File: config.mk
export PLATFORM = sky130hd
export DESIGN_NAME = key_event_queue
export DESIGN_NICKNAME = d
export VERILOG_FILES = /design/src/rtl/key_pkg.sv /design/src/rtl/key_fifo.sv /design/src/rtl/key_event_queue.sv
export SDC_FILE = /design/constraint.sdc
export NUM_CORES = 1
export LEC_CHECK = 0
export ABC_AREA = 1
export CORE_MARGIN = 8
export CORE_UTILIZATION = 35
export DETAILED_ROUTE_END_ITERATION = 10
export PLACE_DENSITY_LB_ADDON = 0.05
export REMOVE_ABC_BUFFERS = 1
export SLEW_MARGIN = 20
export SYNTH_ARGS = -nofsm -noshare
export SYNTH_HDL_FRONTEND = slang
export SYNTH_HIERARCHICAL = 1
export SYNTH_SLANG_ARGS = --single-unit
File: constraint.sdc
create_clock -name Clk -period 2.6 [get_ports Clk]
set_clock_uncertainty 0.15 [all_clocks]
set_input_delay 0.52 -clock Clk [delete_from_list [all_inputs] [get_ports Clk]]
set_output_delay 0.52 -clock Clk [all_outputs]
set_load 0.05 [all_outputs]
File: src/rtl/key_pkg.sv
// rtl/key_pkg.sv - shared constants and types for the key event queue
// Register word addresses, register bit positions, key code width and
// the capture-gating state type used by key_event_queue and key_fifo.
package key_pkg;

    localparam int KEY_W = 4;

    localparam logic [1:0] ADDR_DATA   = 2'd0;
    localparam logic [1:0] ADDR_STATUS = 2'd1;
    localparam logic [1:0] ADDR_CTRL   = 2'd2;

    localparam int BIT_VALID    = 8;
    localparam int BIT_EMPTY    = 16;
    localparam int BIT_FULL     = 17;
    localparam int BIT_OVERFLOW = 18;
    localparam int BIT_CAPTURE  = 0;
    localparam int BIT_IRQ_EN   = 1;
    localparam int BIT_FLUSH    = 2;

    typedef enum logic {
        ST_RUN  = 1'b0,
        ST_HOLD = 1'b1
    } ctrl_state_t;

endpackage

File: src/rtl/key_fifo.sv
// rtl/key_fifo.sv - synchronous key-code FIFO with flush and drop-on-full
// Ports: Clk/Rst (sync, active-high); push/push_data write side; pop read
// side (ignored when empty); flush empties the queue and beats a push;
// head is the oldest entry; full/empty/count status; drop flags a push
// rejected because the queue was full and nothing left that cycle.
module key_fifo
    import key_pkg::*;
#(
    parameter  int DEPTH = 8,
    localparam int PTR_W = $clog2(DEPTH),
    localparam int CNT_W = PTR_W + 1
) (
    input  logic             Clk,
    input  logic             Rst,
    input  logic             push,
    input  logic [KEY_W-1:0] push_data,
    input  logic             pop,
    input  logic             flush,
    output logic [KEY_W-1:0] head,
    output logic             full,
    output logic             empty,
    output logic [CNT_W-1:0] count,
    output logic             drop
);

    logic [KEY_W-1:0] mem [DEPTH];
    logic [PTR_W-1:0] wr_ptr;
    logic [PTR_W-1:0] rd_ptr;
    logic             do_push;
    logic             do_pop;

    assign empty   = (count == '0);
    assign full    = (count == CNT_W'(DEPTH));
    assign do_pop  = pop & ~empty;
    // A pop in the same cycle frees a slot, so a push at full still fits.
    assign do_push = push & (~full | do_pop);
    assign drop    = push & full & ~do_pop & ~flush;
    assign head    = mem[rd_ptr];

    always_ff @(posedge Clk) begin
        if (do_push && !flush) begin
            mem[wr_ptr] <= push_data;
        end
    end

    always_ff @(posedge Clk) begin
        if (Rst || flush) begin
            wr_ptr <= '0;
            rd_ptr <= '0;
            count  <= '0;
        end else begin
            if (do_push) begin
                wr_ptr <= wr_ptr + PTR_W'(1);
            end
            if (do_pop) begin
                rd_ptr <= rd_ptr + PTR_W'(1);
            end
            case ({do_push, do_pop})
                2'b10:   count <= count + CNT_W'(1);
                2'b01:   count <= count - CNT_W'(1);
                default: count <= count;
            endcase
        end
    end

endmodule

File: src/rtl/key_event_queue.sv
// rtl/key_event_queue.sv - keypad event FIFO behind an Avalon-MM slave
// Ports: Clk/Rst (sync, active-high); key_flag/key_value from the keypad
// scanner (value valid the cycle after the flag); avs_* Avalon-MM slave
// with read latency 1; irq level interrupt.
module key_event_queue
    import key_pkg::*;
#(
    parameter  int DEPTH = 8,
    localparam int PTR_W = $clog2(DEPTH),
    localparam int CNT_W = PTR_W + 1
) (
    input  logic             Clk,
    input  logic             Rst,
    input  logic             key_flag,
    input  logic [KEY_W-1:0] key_value,
    input  logic [1:0]       avs_address,
    input  logic             avs_read,
    input  logic             avs_write,
    input  logic [31:0]      avs_writedata,
    output logic [31:0]      avs_readdata,
    output logic             irq
);

    ctrl_state_t      state;
    logic             flag_d;
    logic             irq_en;
    logic             overflow;
    logic             capture_en;
    logic             push;
    logic             pop;
    logic             flush;
    logic             wr_status;
    logic             wr_ctrl;
    logic [KEY_W-1:0] head;
    logic             full;
    logic             empty;
    logic [CNT_W-1:0] count;
    logic             drop;
    logic [31:0]      rd_word;
    logic             unused_wdata;

    assign unused_wdata = ^{avs_writedata[31:19], avs_writedata[17:3]};

    assign capture_en = (state == ST_RUN);
    // The scanner presents key_value one cycle after its flag, so the push
    // is keyed off the delayed flag and takes the value live that cycle.
    assign push      = flag_d & capture_en;
    assign pop       = avs_read & (avs_address == ADDR_DATA);
    assign wr_status = avs_write & (avs_address == ADDR_STATUS);
    assign wr_ctrl   = avs_write & (avs_address == ADDR_CTRL);
    assign flush     = wr_ctrl & avs_writedata[BIT_FLUSH];

    key_fifo #(.DEPTH(DEPTH)) u_fifo (
        .Clk       (Clk),
        .Rst       (Rst),
        .push      (push),
        .push_data (key_value),
        .pop       (pop),
        .flush     (flush),
        .head      (head),
        .full      (full),
        .empty     (empty),
        .count     (count),
        .drop      (drop)
    );

    always_comb begin
        rd_word = '0;
        case (avs_address)
            ADDR_DATA: begin
                if (!empty) begin
                    rd_word[BIT_VALID]   = 1'b1;
                    rd_word[KEY_W-1:0]   = head;
                end
            end
            ADDR_STATUS: begin
                rd_word[CNT_W-1:0]    = count;
                rd_word[BIT_EMPTY]    = empty;
                rd_word[BIT_FULL]     = full;
                rd_word[BIT_OVERFLOW] = overflow;
            end
            ADDR_CTRL: begin
                rd_word[BIT_CAPTURE] = capture_en;
                rd_word[BIT_IRQ_EN]  = irq_en;
            end
            default: rd_word = '0;
        endcase
    end

    always_ff @(posedge Clk) begin
        if (Rst) begin
            state        <= ST_RUN;
            flag_d       <= 1'b0;
            irq_en       <= 1'b0;
            overflow     <= 1'b0;
            avs_readdata <= '0;
            irq          <= 1'b0;
        end else begin
            flag_d <= key_flag;
            if (wr_ctrl) begin
                state  <= avs_writedata[BIT_CAPTURE] ? ST_RUN : ST_HOLD;
                irq_en <= avs_writedata[BIT_IRQ_EN];
            end
            // A new drop outranks a software clear in the same cycle.
            if (drop) begin
                overflow <= 1'b1;
            end else if (wr_status && avs_writedata[BIT_OVERFLOW]) begin
                overflow <= 1'b0;
            end
            if (avs_read) begin
                avs_readdata <= rd_word;
            end
            irq <= irq_en & (~empty | overflow);
        end
    end

endmodule

* Word-level counts from Yosys, hierarchy flattened
Memory sizes are Yosys's and may differ from the RTL's. A register that Yosys moved wholly into a read port is not among the register bits. Cells that the tools add are included.
Storage, ports and cells: register bits after elaboration 23, bits in writable memories 32, input port bits 43, output and inout port bits 33, word-level logic and storage cells 59, memories kept 1
Memories:
- u_fifo.mem | depth 8, width 4, rd ports 1, clocked after Yosys merged registers in 1, write ports 1, line key_fifo.sv:26 | logic [KEY_W-1:0] mem [DEPTH];
Cells by class: add/sub/neg operators 4, equality and inequality tests 5, multiplexer cells 14, bitwise logic cells 18, reductions and logical operators 8
Operators with widths (count):
- $and A1 B1 Y1 | 11
- $mux W3 | 3
- $pmux W4 S2 | 1
- $mux W1 | 7
- $add A3 B1 Y3 const B | 2
- $pmux W2 S3 | 1
- $not A1 Y1 | 5
- $add A4 B1 Y4 const B | 1
- $eq A2 B1 Y1 const B | 2
- $eq A2 B2 Y1 const B | 2
- $eq A4 B4 Y1 const B | 1
- $logic_not A4 Y1 | 1
- $mux W4 | 1
- $pmux W2 S2 | 1
- $reduce_bool A2 Y1 | 2
- $sub A4 B1 Y4 const B | 1
- $logic_and A1 B1 Y1 | 2
- $logic_not A2 Y1 | 1
- $or A1 B1 Y1 | 2
- $logic_not A1 Y1 | 1
- $logic_or A1 B1 Y1 | 1

* Depth between registers and ports, before layout
Gate-level depths: netlist of the first run.
depth in word-level cells 8, gate-level depth with buffers 15, gate-level depth less buffers 15

* By module
Netlist of the first run, hierarchy kept.
Modules (own cells, without submodules):
- key_fifo | times used 1, cells each 200, area an instance 1980.6 um^2, seq. area each 1221.2 um^2
- key_event_queue | times used 1, cells each 105, area an instance 757.0 um^2, seq. area each 260.2 um^2

* Least setup slack after synthesis of the first run
OpenSTA, ideal clock, no wires.
kind input to register, start point in avs_address[0], end point mem u_fifo.mem[6][0] (enable), library setup time 0.329 ns, arrival 1.720 ns, data required time 2.121 ns, setup slack 0.401 ns, cell stages on the path 9, path buffers 0, cells stage by stage inv_2 nand2_1 nor2_1 nand2_2 nand2_2 nand2_2 inv_1 nand3_1 nor2_1
Between the ends: word-level cells in the longest chain between the ends 8, elaborated cells between the ends (all ways) 12, classes of those cells 1 x eq/ne; 2 x mux; 6 x bitwise; 3 x reduce/logical
RTL lines:
- start, declared | line key_event_queue.sv:16 | input logic [1:0] avs_address,
- $logic_not A2 Y1 | line key_event_queue.sv:48 | assign pop = avs_read & (avs_address == ADDR_DATA);
- $and A1 B1 Y1 | line key_event_queue.sv:48
- via pop | line key_event_queue.sv:30 | logic pop;
- $and A1 B1 Y1 | line key_fifo.sv:34 | assign do_pop = pop & ~empty;
- $or A1 B1 Y1 | line key_fifo.sv:36 | assign do_push = push & (~full | do_pop);
- $and A1 B1 Y1 | line key_fifo.sv:36
- $logic_and A1 B1 Y1 | line key_fifo.sv:41 | if (do_push && !flush) begin
- $mux W1 | line key_fifo.sv:41
- $mux W1 (implied by the code) | line key_fifo.sv:42 | mem[wr_ptr] <= push_data;
- end, declared | line key_fifo.sv:26
The timed path passes the listed nets, and every way through them passes these cells.

* Worst setup path in the final report of the first run
start point in avs_address[1], end point mem u_fifo.mem[3][0] (enable)
Same word-level chain as after synthesis.

==> results of run 1 <==
[routing by layer]
| layer | global-route usage, % | share of wire [%] | vias up |
|---|---|---|---|
| li1 | - | - | 1074 |
| met1 | 14.0 | 49 | 913 |
| met2 | 16.2 | 42 | 49 |
| met3 | 3.78 | 6.8 | 10 |
| met4 | 6.51 | 2.3 | 0 |
| met5 | 0 | 0 | - |
[power by group through the flow]
| stage | registers, mW | clock network [mW] | logic, mW |
|---|---|---|---|
| finish | 1.02 | 0.801 | 0.332 |
| global route | 1.02 | 0.863 | 0.368 |
| CTS | 1.02 | 0.832 | 0.335 |
| detailed placement | 1.04 | 0 | 0.334 |
| global placement | 1.04 | 0 | 0.333 |
| floorplan | 1.06 | 0 | 0.202 |
[cells by family after synthesis]
family | count (synthesis) | share of synthesized area [%]
buf+inv | 65 | 12.6
flops | 58 | 54.1
other cells | 1 | 0.137
xor+xnor | 2 | 0.640
simple gates | 118 | 19.9
compound gates | 58 | 11.3
fa+ha+maj | 3 | 1.37
[flip-flops by register name (all words and copies together) (netlist names), named ones only]
name / cells
state: 1
irq: 1
avs_readdata: 8
u_fifo/rd_ptr: 3
u_fifo/mem: 32
overflow: 1
flag_d: 1
irq_en: 1
u_fifo/count: 4
u_fifo/wr_ptr: 3
[synthesized netlist by cell type, types with 3 or more instances]
cell,n,area [µm²]
a21oi_1,14,70.1
edfxtp_1,32,961
buf_4,24,180
dfxtp_1,26,521
o22ai_1,4,25.0
nand3_1,13,65.1
a31oi_1,7,43.8
nand2_2,5,31.3
inv_1,32,120
nor2_2,3,18.8
nor2_1,54,203
o21ai_0,29,145
nand2_1,34,128
ha_1,3,37.5
inv_2,4,15.0
[cell type report]
type,instances,share of cell area (%)
Timing Repair Buffer,50,12.8
Sequential cell,58,44.0
Inverter,36,4.01
Multi-Input combinational cell,205,29.6
Clock buffer,9,3.68
Clock inverter,7,2.08
Tap cell,102,3.79
[through the flow]
stage          setup WS, ns  cells
2_1_floorplan         0.401    299
3_3_place_gp         0.0502    451
3_5_place_dp         0.0499    451
4_1_cts               0.396    467
5_1_grt               0.252    467
6_report              0.395    467
[final timing paths]
kind,start,end,slack (ns),cells past startpoint
setup / recovery,avs_address[1],u_fifo/mem[3][0],0.40,12
hold / removal,avs_readdata[8],avs_readdata[8],0.31,2
setup reg to reg,flag_d,u_fifo/count[2],0.69,15
hold reg to reg,avs_readdata[8],avs_readdata[8],0.31,2
[worst register-to-register path: cells and delay by family, from the launching register on]
kind | cells | cell delay, ns
adder cells (fa/ha/maj) | 1 | 0.16
AND/OR/NAND/NOR | 7 | 0.67
flip-flops | 1 | 0.31
AO/OA/AOI/OAI | 1 | 0.07
XOR/XNOR | 1 | 0.15
buffers and inverters | 5 | 0.36
==> run summary, run 1 <==
Warnings, synthesis - 6
Initial Util - 35.8%
Cells after Synth - 305
Pwr Total - 2.15 mW
1st-pass router iterations - 4
Setup Buffers After CTS - 0
Crit-path slowest cell - clkdlybuf4s50_1
Clock Path Buffers - 2
Final nets - 406
Clock H-tree levels - 3
Residual DRC - 0
CP Launch Type - input port
Worst Path Class, Setup - input port to flip-flop
switch share - 28.6%
cell breakdown of the critical path - clkdlybuf4s50_1 -> inv_2 -> nand2_1 -> nor2_1 -> buf_4 -> nand2_2 -> nand2_2 -> nand2_2 -> nor2_1 -> nand2_1 -> nor2_1 -> buf_4
net switching power of the design - 0.616 mW
PD cells - 639 nW/µm²
status - finished clean
first-pass GRT wire length - 9.60 mm
Clk pwr share - 37.2%
sequential power share - 47.3%
die area - 10900 µm²
Synth Flop Type - edfxtp_1
Critical Path RT - 2.50 ns
final core occ - 44.1%
CTS clk-pin slew, worst paths - 0.07 ns
die height - 104 µm
post-CTS sizing - 0
hold_ws - 0.312 ns
count of antenna-violating nets left after detailed routing - 0
number of global-route vias before repair - 1991
commonest non-fill, non-tap cell in the layout - nor2_1
hold crit path type - flip-flop to flip-flop
Post-Syn Area per Cell - 8.98 µm²
slew margin rel. - 66.4%
Global Route Usage Sum - 11.2%
Placeable Area - 7650 µm²
Multi-input gate area - 998 µm²
Sequential Area - 1480 µm²
Max IR drop VDD - 246 µV
maxcap violations - 0
Synth async-reset ratio - 0%
Cell Int Power - 1.54 mW
routability cong. - 0.783
Crit path arrival time - 2.10 ns
initial antenna violation count - 0
fin. max-slew vios - 0
PortBufs - 23
CTS root buffer - clkbuf_8
fin area - 3370 µm²
combinational cell fraction of total power - 15.4%
synthesized area - 2740 µm²
via count - 2046
largest net degree at the start of global routing - 14
CP bufs+invs - 4
die width - 104 µm
setup TNS - 0 ns
fin crit share - 84.8%
routed vias/inst - 4.38
final count of hold timing violations - 0
CTS Hold Bufs - 0
Worst Max-Slew Pin Slew - 0.502 ns
Crit path max-delay family - buffers and inverters
placed cell area - 3180 µm²
Post-synth EDFFs - 32
post-synth cell types - 31
commonest cells after routing, fill and taps aside - nor2_1, nand2_1, inv_1, edfxtp_1, o21ai_0
leakage - 1.33 nW
TritonCTS Sinks - 58
Tmin final - 2.20 ns
Area Growth Syn to Fin - 23.1%
1st-iter DRT viols - 64
highest clock rate - 454 MHz
RSZ-0062 raised after global routing - false
hpwl dp - 4.39 mm
ANT cells - 0
drt wl/cell - 12.2 µm
GR Overflow Total - 0
register area share after synthesis - 54.1%
Final setup viols - 0
CTS buffer count - 9
Crit path largest cell delay - 0.44 ns
Yosys reg bits - 58
Fill cells - 772
Top Ports - 76
# rows - 32
share of cells above drive strength 1 - 16.4%
clk_lat worst skew - 0.33 ns
CTS tree - done
final WL - 5.69 mm
CP Capture Type - flip-flop
crit path max fanout - 4
Note: power is estimated with default switching activity, not from simulation.
==> run 2: changes to the inputs <==
==> constraint.sdc (replaced) <==
create_clock -name Clk -period 2.2 [get_ports Clk]
set_clock_uncertainty 0.15 [all_clocks]
set_input_delay 0.44 -clock Clk [delete_from_list [all_inputs] [get_ports Clk]]
set_output_delay 0.44 -clock Clk [all_outputs]
set_load 0.05 [all_outputs]
==> run 2 against run 1 <==
Via count rose by 2.1%. First-iteration DRC count decreased by 9.4%. Cell count rose by 1.1%. Sequential power increased by 18%. Global-route usage increased by 0.46 points. Non-clock buffer count is 5 higher. Worst hold slack lost 0.012 ns. Critical path type is now flip-flop to primary output.
==> run summary, run 2 (same netlist as run 1, synthesis figures left out) <==
Pwr Total - 2.71 mW (+26%)
Setup Buffers After CTS - 0 (unchanged)
Clock Path Buffers - 2 (unchanged)
drt wl/cell - 12.5 µm (+2.7%)
Top reg by flops - u_fifo/mem
Cell Int Power - 1.95 mW (+27%)
combinational cell fraction of total power - 14.9% (-0.5 points)
Critical Path RT - 1.61 ns (-0.89 ns)
CTS clk-pin slew, worst paths - 0.07 ns (about the same)
Top Ports - 76 (unchanged)
Placeable Area - 7650 µm² (unchanged)
hpwl dp - 4.48 mm (+2.2%)
CTS tree - done
commonest non-fill, non-tap cell in the layout - nor2_1
Crit path arrival time - 1.47 ns (-0.63 ns)
slew margin rel. - 66.5% (+0.14 points)
CP bufs+invs - 1 (-3)
RSZ-0062 raised after global routing - false
net switching power of the design - 0.761 mW (+24%)
Worst Path Class, Setup - flip-flop to primary output
hold path cells - 4 (+2)
1st-pass router iterations - 4 (unchanged)
1st-iter DRT viols - 58 (-9.4%)
TritonCTS Sinks - 58 (unchanged)
hold crit path type - input port to flip-flop
dpl ws - -0.270 ns (-0.320 ns)
initial antenna violation count - 0 (unchanged)
clk_lat worst skew - 0.33 ns (about the same)
commonest cells after routing, fill and taps aside - nor2_1, nand2_1, buf_4, edfxtp_1, inv_1
CTS Hold Bufs - 0 (unchanged)
largest net degree at the start of global routing - 14 (unchanged)
Tmin final - 2.06 ns
die area - 10900 µm² (unchanged)
Crit path largest cell delay - 0.81 ns (+0.37 ns)
Sequential Area - 1480 µm² (unchanged)
PortBufs - 23 (unchanged)
via count - 2089 (+2.1%)
post-CTS sizing - 0 (unchanged)
sequential power share - 44.4% (-2.9 points)
Area Growth Syn to Fin - 26.1%
cells on worst reg2reg path - 9 (-6)
max reg flops - 32 (unchanged)
CP Launch Type - flip-flop
number of global-route vias before repair - 2057 (+3.3%)
Worst path depth - 1 (-11)
Fill cells - 794 (+2.8%)
first-pass GRT wire length - 10.1 mm (+5.0%)
leakage - 1.41 nW (+5.5%)
Top Registers - u_fifo/mem: 32 flops, avs_readdata: 8 flops, u_fifo/count: 4 flops
highest clock rate - 484 MHz
CTS root buffer - clkbuf_8
cell breakdown of the critical path - clkdlybuf4s50_1
switch share - 28.1% (-0.52 points)
Max IR drop VDD - 333 µV (+35%)
CTS buffer count - 9 (unchanged)
crit path max fanout - 2 (-2)
die height - 104 µm (unchanged)
Clock H-tree levels - 3 (unchanged)
# rows - 32 (unchanged)
Worst Max-Slew Pin Slew - 0.500 ns (-0.00216 ns)
Clk pwr share - 40.7% (+3.5 points)
share of cells above drive strength 1 - 18.6% (+2.2 points)
PD cells - 785 nW/µm² (+23%)
post-layout worst setup margin - 0.136 ns (-0.259 ns)
routability cong. - 0.780 (-0.36%)
fin crit share - 93.8%
maxcap violations - 0 (unchanged)
die width - 104 µm (unchanged)
status - finished clean
Crit-path slowest cell - clkdlybuf4s50_1
Final setup viols - 0 (unchanged)
final count of hold timing violations - 0 (unchanged)
Multi-input gate area - 1000 µm² (+0.50%)
Global Route Usage Sum - 11.6% (+0.46 points)
count of antenna-violating nets left after detailed routing - 0 (unchanged)
final WL - 5.90 mm (+3.8%)
fin. max-slew vios - 0 (unchanged)
Crit path max-delay family - buffers and inverters
GR Overflow Total - 0 (unchanged)
Final nets - 411 (+1.2%)
routed vias/inst - 4.43 (+1.0%)
Residual DRC - 0 (unchanged)
CP Capture Type - primary output
Initial Util - 35.8% (unchanged)
ANT cells - 0 (unchanged)
-- run 2: path summary, 6_finish.rpt --
| path | start | end | slack [ns] |
|---|---|---|---|
| setup / recovery | avs_readdata[17] | avs_readdata[17] | 0.14 |
| hold / removal | avs_read | avs_readdata[8] | 0.30 |
| hold reg to reg | overflow | irq | 0.32 |
| setup reg to reg | u_fifo/count[0] | u_fifo/mem[0][0] | 0.30 |
-- run 2: metrics by stage --
| stage | cells | cell area [µm²] | hold slack, ns | util (%) | TNS (ns) |
|---|---|---|---|---|---|
| 2_1_floorplan | 299 | 2620 | 0.283 | - | 0 |
| 3_3_place_gp | 456 | 3210 | 0.310 | 42.0 | -7.77 |
| 3_5_place_dp | 456 | 3210 | 0.309 | 42.0 | -8.33 |
| 4_1_cts | 472 | 3440 | 0.320 | 45.0 | 0 |
| 5_1_grt | 472 | 3450 | 0.330 | 45.1 | 0 |
| 6_report | 472 | 3450 | 0.300 | 45.1 | 0 |
-- run 2: area by class of cell --
type,count,area share [%]
Sequential cell,58,42.9
Inverter,36,3.91
Clock inverter,7,2.97
Multi-Input combinational cell,205,29.1
Clock buffer,9,3.59
Tap cell,102,3.70
Timing Repair Buffer,55,13.8
-- run 2: power by group through the flow --
| stage | Combinational [mW] | Clock, mW | Sequential (mW) |
|---|---|---|---|
| after CTS | 0.404 | 1.14 | 1.20 |
| after global placement | 0.402 | 0 | 1.23 |
| after floorplan | 0.239 | 0 | 1.25 |
| after detailed placement | 0.403 | 0 | 1.23 |
| after global routing | 0.448 | 1.18 | 1.21 |
| final | 0.403 | 1.10 | 1.20 |
-- run 2: metal layers --
metal	vias up	part of all wire [%]	GRT usage, %
li1	1083	-	-
met5	-	0	0
met2	39	43	17.5
met4	0	1.4	4.96
met1	960	50	14.6
met3	7	5.7	4.09
==> run 3: changes to the inputs <==
--- a/config.mk
+++ b/config.mk
@@ -5,7 +5,7 @@
 export SDC_FILE = /design/constraint.sdc
 export NUM_CORES = 1
 export LEC_CHECK = 0
-export ABC_AREA = 1
+export ABC_AREA = 0
 export CORE_MARGIN = 8
 export CORE_UTILIZATION = 35
 export DETAILED_ROUTE_END_ITERATION = 10
==> run 3 against run 2 <==
The flow now finishes with violations (negative setup slack). Combinational power is 29% lower. Flip-flop and latch count is the same. Final area shrank 2.4%. Synthesized area is 1.9% lower. Power shrank 6.5%. Critical path depth rose by 7. Sequential share of layout area is 1.1 points higher. Setup slack lost 0.26 ns. Register-to-register slack got worse by 0.42 ns. Via count down 16%. Cell count down 18%. Utilization fell by 0.61 points. Critical endpoint is now u_fifo/count[2]. Largest power group unchanged.
==> run summary, run 3 <==
status - finished with violations
failing checks - negative setup slack
PD cells - 751 nW/µm² (-4.2%)
Worst path depth - 8 (+7)
Crit path max-delay family - simple AND/OR/NAND/NOR gates
Top Registers - u_fifo/mem: 32 flops, avs_readdata: 8 flops, u_fifo/count: 4 flops
CTS root buffer - clkbuf_8
Top reg by flops - u_fifo/mem
Placeable Area - 7570 µm² (-1.0%)
Cell Int Power - 1.89 mW (-2.8%)
slew margin rel. - 64.8% (-1.7 points)
internal reg-to-reg setup slack - -0.12 ns (-0.42 ns)
leading area contributor after synthesis - edfxtp_1
Crit path arrival time - 2.38 ns (+0.91 ns)
CTS clk-pin slew, worst paths - 0.07 ns (about the same)
1st-pass router iterations - 4 (unchanged)
leakage - 1.22 nW (-13%)
setup TNS - -0.121 ns (-0.121 ns)
commonest non-fill, non-tap cell in the layout - edfxtp_1
Pwr Total - 2.53 mW (-6.5%)
Crit-path slowest cell - or4_4
die area - 10700 µm² (-1.6%)
number of global-route vias before repair - 1800 (-12%)
CTS buffer count - 9 (unchanged)
cell breakdown of the critical path - or4_4 -> nand2_2 -> o21ai_2 -> ha_2 -> or4b_1 -> mux2i_1 -> o21ai_1 -> nor3b_2
Clock H-tree levels - 3 (unchanged)
count of antenna-violating nets left after detailed routing - 0 (unchanged)
GR Overflow Total - 0 (unchanged)
clk_lat worst skew - 0.33 ns (about the same)
largest net degree at the start of global routing - 18 (+4)
max reg flops - 32 (unchanged)
maxcap violations - 0 (unchanged)
TritonCTS Sinks - 58 (unchanged)
CTS Hold Bufs - 0 (unchanged)
post-layout worst setup margin - -0.121 ns (-0.257 ns)
via count - 1762 (-16%)
RSZ-0062 raised after global routing - true
synthesized area - 2690 µm² (-1.9%)
highest clock rate - 431 MHz (-11%)
die width - 104 µm (-0.82%)
Crit path largest cell delay - 0.54 ns (-0.27 ns)
Critical Path RT - 2.26 ns (+0.65 ns)
drt wl/cell - 15.2 µm (+21%)
final count of hold timing violations - 0 (unchanged)
# rows - 32 (unchanged)
Synth top area share - 35.8% (+0.69 points)
hpwl dp - 4.33 mm (-3.4%)
commonest cells after routing, fill and taps aside - edfxtp_1, buf_4, conb_1, dfxtp_1, nor2_1
Yosys reg bits - 58 (unchanged)
final WL - 5.88 mm (-0.41%)
Post-Syn Area per Cell - 11.7 µm² (+31%)
Cells after Synth - 229 (-25%)
routability cong. - 0.765 (-1.9%)
Worst Path Class, Setup - flip-flop to flip-flop
Initial Util - 35.5% (-0.32 points)
first-pass GRT wire length - 9.37 mm (-7.0%)
Residual DRC - 0 (unchanged)
register area share after synthesis - 55.2% (+1.1 points)
top-count cell post-synth - edfxtp_1
ANT cells - 0 (unchanged)
combinational cell fraction of total power - 11.4% (-3.5 points)
die height - 104 µm (-0.82%)
hold path cells - 2 (-2)
routed vias/inst - 4.55 (+2.9%)
net switching power of the design - 0.638 mW (-16%)
hold crit path type - flip-flop to flip-flop
Top Ports - 76 (unchanged)
Max IR drop VDD - 413 µV (+24%)
# placed instances - 371 (-19%)
Synth async-reset ratio - 0% (unchanged)
switch share - 25.2% (-2.9 points)
Clk pwr share - 42.5% (+1.8 points)
share of cells above drive strength 1 - 24.6% (+5.9 points)
Area Growth Syn to Fin - 25.5%
Area contributors post-synth - edfxtp_1, dfxtp_1, buf_4, mux4_2, nor2_1
cells on worst reg2reg path - 8 (-1)
post-synth cell types - 45 (+45%)
fin. max-slew vios - 0 (unchanged)
Warnings, synthesis - 6 (unchanged)
sequential power share - 46.1% (+1.7 points)
Final setup viols - 1 (+1)
crit path max fanout - 2 (unchanged)
Tmin final - 2.32 ns (+0.257 ns)
Global Route Usage Sum - 11.2% (-0.46 points)
Clock Path Buffers - 2 (unchanged)
CP Launch Type - flip-flop
CTS tree - done
fin crit share - 105% (+12 points)
Final nets - 326 (-21%)
CP bufs+invs - 0 (-1)
1st-iter DRT viols - 55 (-5.2%)
Worst Max-Slew Pin Slew - 0.526 ns (+0.0259 ns)
CP Capture Type - flip-flop
Commonest cells post-synth - edfxtp_1, dfxtp_1, buf_4, nor2_1
PortBufs - 23 (unchanged)
post-route insts no fill - 387 (-18%)
Post-synth EDFFs - 32 (unchanged)
Synth Flop Type - edfxtp_1
initial antenna violation count - 0 (unchanged)
==> run 3: area by class of cell <==
cell class	instances	area, µm²
Fill cell	710	4200
Sequential cell	58	1480
Multi-Input combinational cell	156	1080
Timing Repair Buffer	52	452
Clock buffer	10	128
Tap cell	102	128
Clock inverter	6	91.3
Inverter	3	11.3
==> run 3: per-stage QoR <==
step / setup slack (ns) / cell area [µm²] / utilization [%] / hold WS, ns
floorplan: -0.681 / 2530 / - / 0.304
global placement: -0.740 / 3110 / 41.1 / 0.310
detailed placement: -0.732 / 3110 / 41.1 / 0.315
CTS: -0.111 / 3350 / 44.3 / 0.328
global route: -0.220 / 3370 / 44.5 / 0.347
finish: -0.121 / 3370 / 44.5 / 0.324
==> run 3: worst min-delay path, stage by stage (launching register included) <==
cell,delay (ns)
dfxtp_1,0.31
nand2b_1,0.06
a21oi_1,0.05
==> run 3: layer usage <==
metal	vias up	GRT usage, %	wire length (µm)
li1	882	-	-
met5	-	0	0
met4	0	4.72	86
met2	29	19.1	3020
met1	843	12.6	2540
met3	8	3.22	226
==> run 3: what timing repair did <==
action | 4_1_cts | 5_1_grt
pin swaps | 2 | 6
buffers inserted | 1 | 0
resized for setup | 10 | 8
endpoints found under the setup margin | 22 | 5
hold endpoints to repair | 0 | 0
==> run 3: power groups by stage <==
stage | Combinational (mW) | Sequential [mW] | Clock (mW)
5_1_grt | 0.309 | 1.17 | 1.15
6_report | 0.288 | 1.17 | 1.08
2_1_floorplan | 0.162 | 1.21 | 0
4_1_cts | 0.286 | 1.17 | 1.10
3_5_place_dp | 0.282 | 1.19 | 0
3_3_place_gp | 0.283 | 1.19 | 0
==> run 3: cells by family after synthesis <==
logic type	synth area share [%]
AND/OR/NAND/NOR	15.2
flip-flops	55.2
other	0.140
XOR/XNOR	1.30
AO/OA/AOI/OAI	7.22
adder cells (fa/ha/maj)	1.40
buffers and inverters	9.27
multiplexers	10.3
==> run 3: path summary, 6_finish.rpt <==
kind               startpoint                to
min reg2reg  avs_readdata[16]  avs_readdata[16]
max reg2reg   u_fifo/count[2]   u_fifo/count[2]
max           u_fifo/count[2]   u_fifo/count[2]
min          avs_readdata[16]  avs_readdata[16]
==> edit 1, RTL diff (settings of run 1) <==
The package constant `KEY_W` goes from 4 to 6.
--- a/src/rtl/key_pkg.sv
+++ b/src/rtl/key_pkg.sv
@@ -4,5 +4,5 @@
 package key_pkg;
 
-    localparam int KEY_W = 4;
+    localparam int KEY_W = 6;
 
     localparam logic [1:0] ADDR_DATA   = 2'd0;
Interface: changed (resized key_value); port bits go from 76 to 78. The function was not compared with the original's and may differ.
==> edit 1 against run 1 <==
  * Via count rose by 21%
  * Sequential cell count rose by 18
  * Synthesized area rose by 25%
  * Worst setup slack got worse by 0.096 ns
  * Wire length rose by 32%
  * Final area rose by 23%
  * Total power rose by 17%
  * Die area rose by 21%
  * Synthesized cell count rose by 18%
==> edit 1: results (changes against run 1) <==
### Run status
- **run status** complete, no violations

### Worst hold path
- **startpoint of the tightest hold check path** avs_readdata[4]

### Routing
- **total length of routed met2 wires** 3480 um, +47%
- **total wire length after detailed routing** 7490 um, +32%
- **met1 wire length** 3520 um, +26%
- **Routed met3 length** 390 um, +0.52%
- **Vias per Instance** 4.44, +1.4%

### Logic synthesis
- **top cells by area in the synthesized netlist** edfxtp_1 (42%), dfxtp_1 (16%), nor2_1 (7.9%)
- **most frequent cells after synthesis** nor2_1 (72), edfxtp_1 (48), nand2_1 (40)
- **post-synthesis sequential area ratio** 0.583, +0.0422
- **number of enable-type register cells in the synthesized netlist** 48, +50%

### Timing
- **Rel. slew slack** 0.660, -0.00353

### Layout
- **fraction of final layout cells sized beyond drive strength 1** 0.162, -0.00203
- **registers with the most flip-flops** u_fifo/mem: 48 flops, avs_readdata: 10 flops, u_fifo/count: 4 flops
- **final layout net count** 468, +15%

### Critical path
- **Reg2Reg Launch Point** u_fifo/count[0]
- **worst reg-to-reg setup slack** 0.61 ns, -0.08 ns
- **worst-path fanout max** 6, +2
- **Crit path arrival time** 2.20 ns, +0.10 ns
- **cell depth of the worst flop-to-flop path** 9, -6

### Global route
- **Global Route Usage Sum** 0.121, +0.00977
- **vias in the first global route** 2475, +24%
- **wire length of the first global-routing pass** 12300 um, +29%
- **maximum number of pins on one net before global-route repair** 25, +11

### Placed design
- **placed instance area** 0.00398 mm^2, +25%
- **pre-CTS setup slack** -0.0800 ns, -0.130 ns
- **Port Buffers** 27, +17%
- **last weighted congestion value of the routability-driven placer** 0.784, +0.10%

### Power
- **maximum resistive drop on vdd** 201 uV, -18%

## edit 1: stage by stage
| stage | instances | hold slack [ns] |
|---|---|---|
| 4_1_cts | 558 | 0.318 |
| 3_3_place_gp | 542 | 0.303 |
| 2_1_floorplan | 350 | 0.283 |
| 3_5_place_dp | 542 | 0.306 |
| 5_1_grt | 558 | 0.350 |
| 6_report | 558 | 0.312 |
## edit 1: layer usage
metal | vias up | track usage
li1 | 1286 | -
met1 | 1142 | 0.154
met2 | 44 | 0.197
met3 | 8 | 0.0226
met4 | 0 | 0.0552
met5 | - | 0
## edit 1: cells by family after synthesis
family | after synthesis | synth area share
other | 1 | 0.00109
buffers and inverters | 67 | 0.0999
adder cells (fa/ha/maj) | 3 | 0.0109
flip-flops | 76 | 0.583
AND/OR/NAND/NOR | 147 | 0.195
XOR/XNOR | 2 | 0.00729
AO/OA/AOI/OAI | 65 | 0.102
## edit 1: area by class of cell
cell class                 count  area [um^2]
clock buffer                   9          124
clock inverter                 7         60.1
fill                         978         5480
inverter                      35          131
multi-input combinational    239         1170
sequential                    76         2000
tap                          133          166
timing repair buffer          59          510
## edit 1: power breakdown
part	leakage [nW]	internal, mW	switching, mW
Sequential	0.660	1.31	0.0201
Combinational	0.847	0.110	0.242
Clock	0.0904	0.360	0.470
Total	1.60	1.78	0.733
## edit 1: critical path, cell delays in order
cell and delay [ns]:
clkdlybuf4s50_1 0.46, nor2_4 0.14, inv_2 0.04, nor2_1 0.10
buf_4 0.15, nand2_2 0.06, nand2_2 0.08, nand2_2 0.08
nor2_1 0.14, nand2_1 0.12, nor2_1 0.11, buf_4 0.18
==> edit 2, RTL diff (settings of run 1) <==
Made on the original files. Register the inputs `key_flag`, `key_value`, `avs_address`, `avs_read`, `avs_write` and `avs_writedata` before use. The logic sees them one clock later. Comments in the files are not updated.
--- a/src/rtl/key_event_queue.sv
+++ b/src/rtl/key_event_queue.sv
@@ -22,4 +22,20 @@
 );
 
+    logic key_flag_q;
+    logic [KEY_W-1:0] key_value_q;
+    logic [1:0] avs_address_q;
+    logic avs_read_q;
+    logic avs_write_q;
+    logic [31:0] avs_writedata_q;
+
+    always_ff @(posedge Clk) begin
+        key_flag_q      <= key_flag;
+        key_value_q     <= key_value;
+        avs_address_q   <= avs_address;
+        avs_read_q      <= avs_read;
+        avs_write_q     <= avs_write;
+        avs_writedata_q <= avs_writedata;
+    end
+
     ctrl_state_t      state;
     logic             flag_d;
@@ -40,5 +56,5 @@
     logic             unused_wdata;
 
-    assign unused_wdata = ^{avs_writedata[31:19], avs_writedata[17:3]};
+    assign unused_wdata = ^{avs_writedata_q[31:19], avs_writedata_q[17:3]};
 
     assign capture_en = (state == ST_RUN);
@@ -46,8 +62,8 @@
     // is keyed off the delayed flag and takes the value live that cycle.
     assign push      = flag_d & capture_en;
-    assign pop       = avs_read & (avs_address == ADDR_DATA);
-    assign wr_status = avs_write & (avs_address == ADDR_STATUS);
-    assign wr_ctrl   = avs_write & (avs_address == ADDR_CTRL);
-    assign flush     = wr_ctrl & avs_writedata[BIT_FLUSH];
+    assign pop       = avs_read_q & (avs_address_q == ADDR_DATA);
+    assign wr_status = avs_write_q & (avs_address_q == ADDR_STATUS);
+    assign wr_ctrl   = avs_write_q & (avs_address_q == ADDR_CTRL);
+    assign flush     = wr_ctrl & avs_writedata_q[BIT_FLUSH];
 
     key_fifo #(.DEPTH(DEPTH)) u_fifo (
@@ -55,5 +71,5 @@
         .Rst       (Rst),
         .push      (push),
-        .push_data (key_value),
+        .push_data (key_value_q),
         .pop       (pop),
         .flush     (flush),
@@ -67,5 +83,5 @@
     always_comb begin
         rd_word = '0;
-        case (avs_address)
+        case (avs_address_q)
             ADDR_DATA: begin
                 if (!empty) begin
@@ -97,16 +113,16 @@
             irq          <= 1'b0;
         end else begin
-            flag_d <= key_flag;
+            flag_d <= key_flag_q;
             if (wr_ctrl) begin
-                state  <= avs_writedata[BIT_CAPTURE] ? ST_RUN : ST_HOLD;
-                irq_en <= avs_writedata[BIT_IRQ_EN];
+                state  <= avs_writedata_q[BIT_CAPTURE] ? ST_RUN : ST_HOLD;
+                irq_en <= avs_writedata_q[BIT_IRQ_EN];
             end
             // A new drop outranks a software clear in the same cycle.
             if (drop) begin
                 overflow <= 1'b1;
-            end else if (wr_status && avs_writedata[BIT_OVERFLOW]) begin
+            end else if (wr_status && avs_writedata_q[BIT_OVERFLOW]) begin
                 overflow <= 1'b0;
             end
-            if (avs_read) begin
+            if (avs_read_q) begin
                 avs_readdata <= rd_word;
             end
Formal check against the unedited RTL: not equivalent (a bounded check fails within 4 cycles, from zero or initial values and one cycle with Rst high).
==> edit 2 against run 1 <==
  * Total power up 15%
  * Wire length up 11%
  * Synthesized area up 10%
  * First-iteration DRC count up 1.6%
  * Sequential cell count up 13
  * Worst setup slack better by 0.011 ns
  * Combinational power up 3%
  * Final area up 5.7%
  * Critical endpoint is now avs_readdata[17]
  * Highest routed layer unchanged
==> edit 2: results (changes against run 1) <==
### Run status
- **run status** complete, no violations

### Critical path
- **Crit path arrival time** 1.52 ns, -0.58 ns
- **worst-path fanout max** 2, -2
- **Slowest Stage Delay on Critical Path** 0.81 ns, +0.37 ns

### Logic synthesis
- **most frequent cells after synthesis** nor2_1 (56), dfxtp_1 (39), edfxtp_1 (32)
- **post-synthesis sequential area ratio** 0.578, +0.0367
- **commonest register cell after synthesis** dfxtp_1
- **Distinct cells, synth** 30, -3.2%
- **top cells by area in the synthesized netlist** edfxtp_1 (32%), dfxtp_1 (26%), nor2_1 (7.0%)
- **syn avg cell area** 9.45 um^2, +5.3%

### Layout
- **fraction of final layout cells sized beyond drive strength 1** 0.145, -0.0196
- **fill cell count** 866, +12%
- **post-route insts no fill** 474, +1.5%
- **final layout net count** 407, +0.25%
- **registers with the most flip-flops** u_fifo/mem: 32 flops, avs_readdata: 8 flops

### Routing
- **wire length per cell** 13.3 um, +9.5%
- **total length of routed met2 wires** 2610 um, +10%
- **Vias per Instance** 4.52, +3.2%
- **Routed met3 length** 407 um, +4.9%
- **number of DRC violations after detailed-routing iteration 0** 65, +1.6%
- **met1 wire length** 3210 um, +15%

### Global route
- **Global Route Usage Sum** 0.113, +0.00120
- **maximum number of pins on one net before global-route repair** 15, +1
- **wire length of the first global-routing pass** 10100 um, +5.4%

### Placed design
- **placed instance area** 0.00336 mm^2, +5.9%
- **last weighted congestion value of the routability-driven placer** 0.802, +2.4%

### Timing
- **Worst Max-Slew Pin Slew** 0.508 ns, +0.00512 ns

### Power
- **maximum resistive drop on vdd** 290 uV, +18%

## edit 2: stage by stage
step | power [mW] | hold WS [ns] | worst slack (ns)
2_1_floorplan | 1.50 | 0.238 | 0.488
3_3_place_gp | 1.61 | 0.249 | 0.396
3_5_place_dp | 1.61 | 0.245 | 0.387
4_1_cts | 2.51 | 0.256 | 0.362
5_1_grt | 2.59 | 0.302 | 0.166
6_report | 2.48 | 0.254 | 0.407
## edit 2: power by group
part | total, mW | switching (mW) | internal [mW]
Sequential | 1.24 | 0.0316 | 1.20
Combinational | 0.343 | 0.243 | 0.101
Clock | 0.899 | 0.445 | 0.454
Total | 2.48 | 0.719 | 1.76
## edit 2: final cells by class
type	instances	area, um^2	share of cell area
multi-input cells	207	1020	0.286
clock inverters	7	76.3	0.0214
flip-flops and latches	71	1740	0.489
repair buffers	37	335	0.0941
clock buffers	9	124	0.0348
inverters	35	131	0.0369
well taps	108	135	0.0379
## edit 2: per-layer routing
layer / vias up / track usage
met4: 0 / 0.0411
met1: 988 / 0.153
met3: 11 / 0.0384
met2: 50 / 0.163
met5: - / 0
li1: 1095 / -
## edit 2: kinds of logic after synthesis
group | Yosys count | share of synthesized area
simple gates | 121 | 0.190
flops | 71 | 0.578
buf+inv | 64 | 0.113
compound gates | 58 | 0.103
fa+ha+maj | 3 | 0.0125
xor+xnor | 1 | 0.00291
other cells | 1 | 0.00124
## edit 2: path summary, 6_finish.rpt
path | startpoint | end | depth (start not counted)
hold reg to reg | key_flag_q | flag_d | 2
setup / recovery | avs_readdata[17] | avs_readdata[17] | 1
hold / removal | key_flag_q | flag_d | 2
setup reg to reg | avs_address_q[1] | u_fifo/mem[0][3] | 9
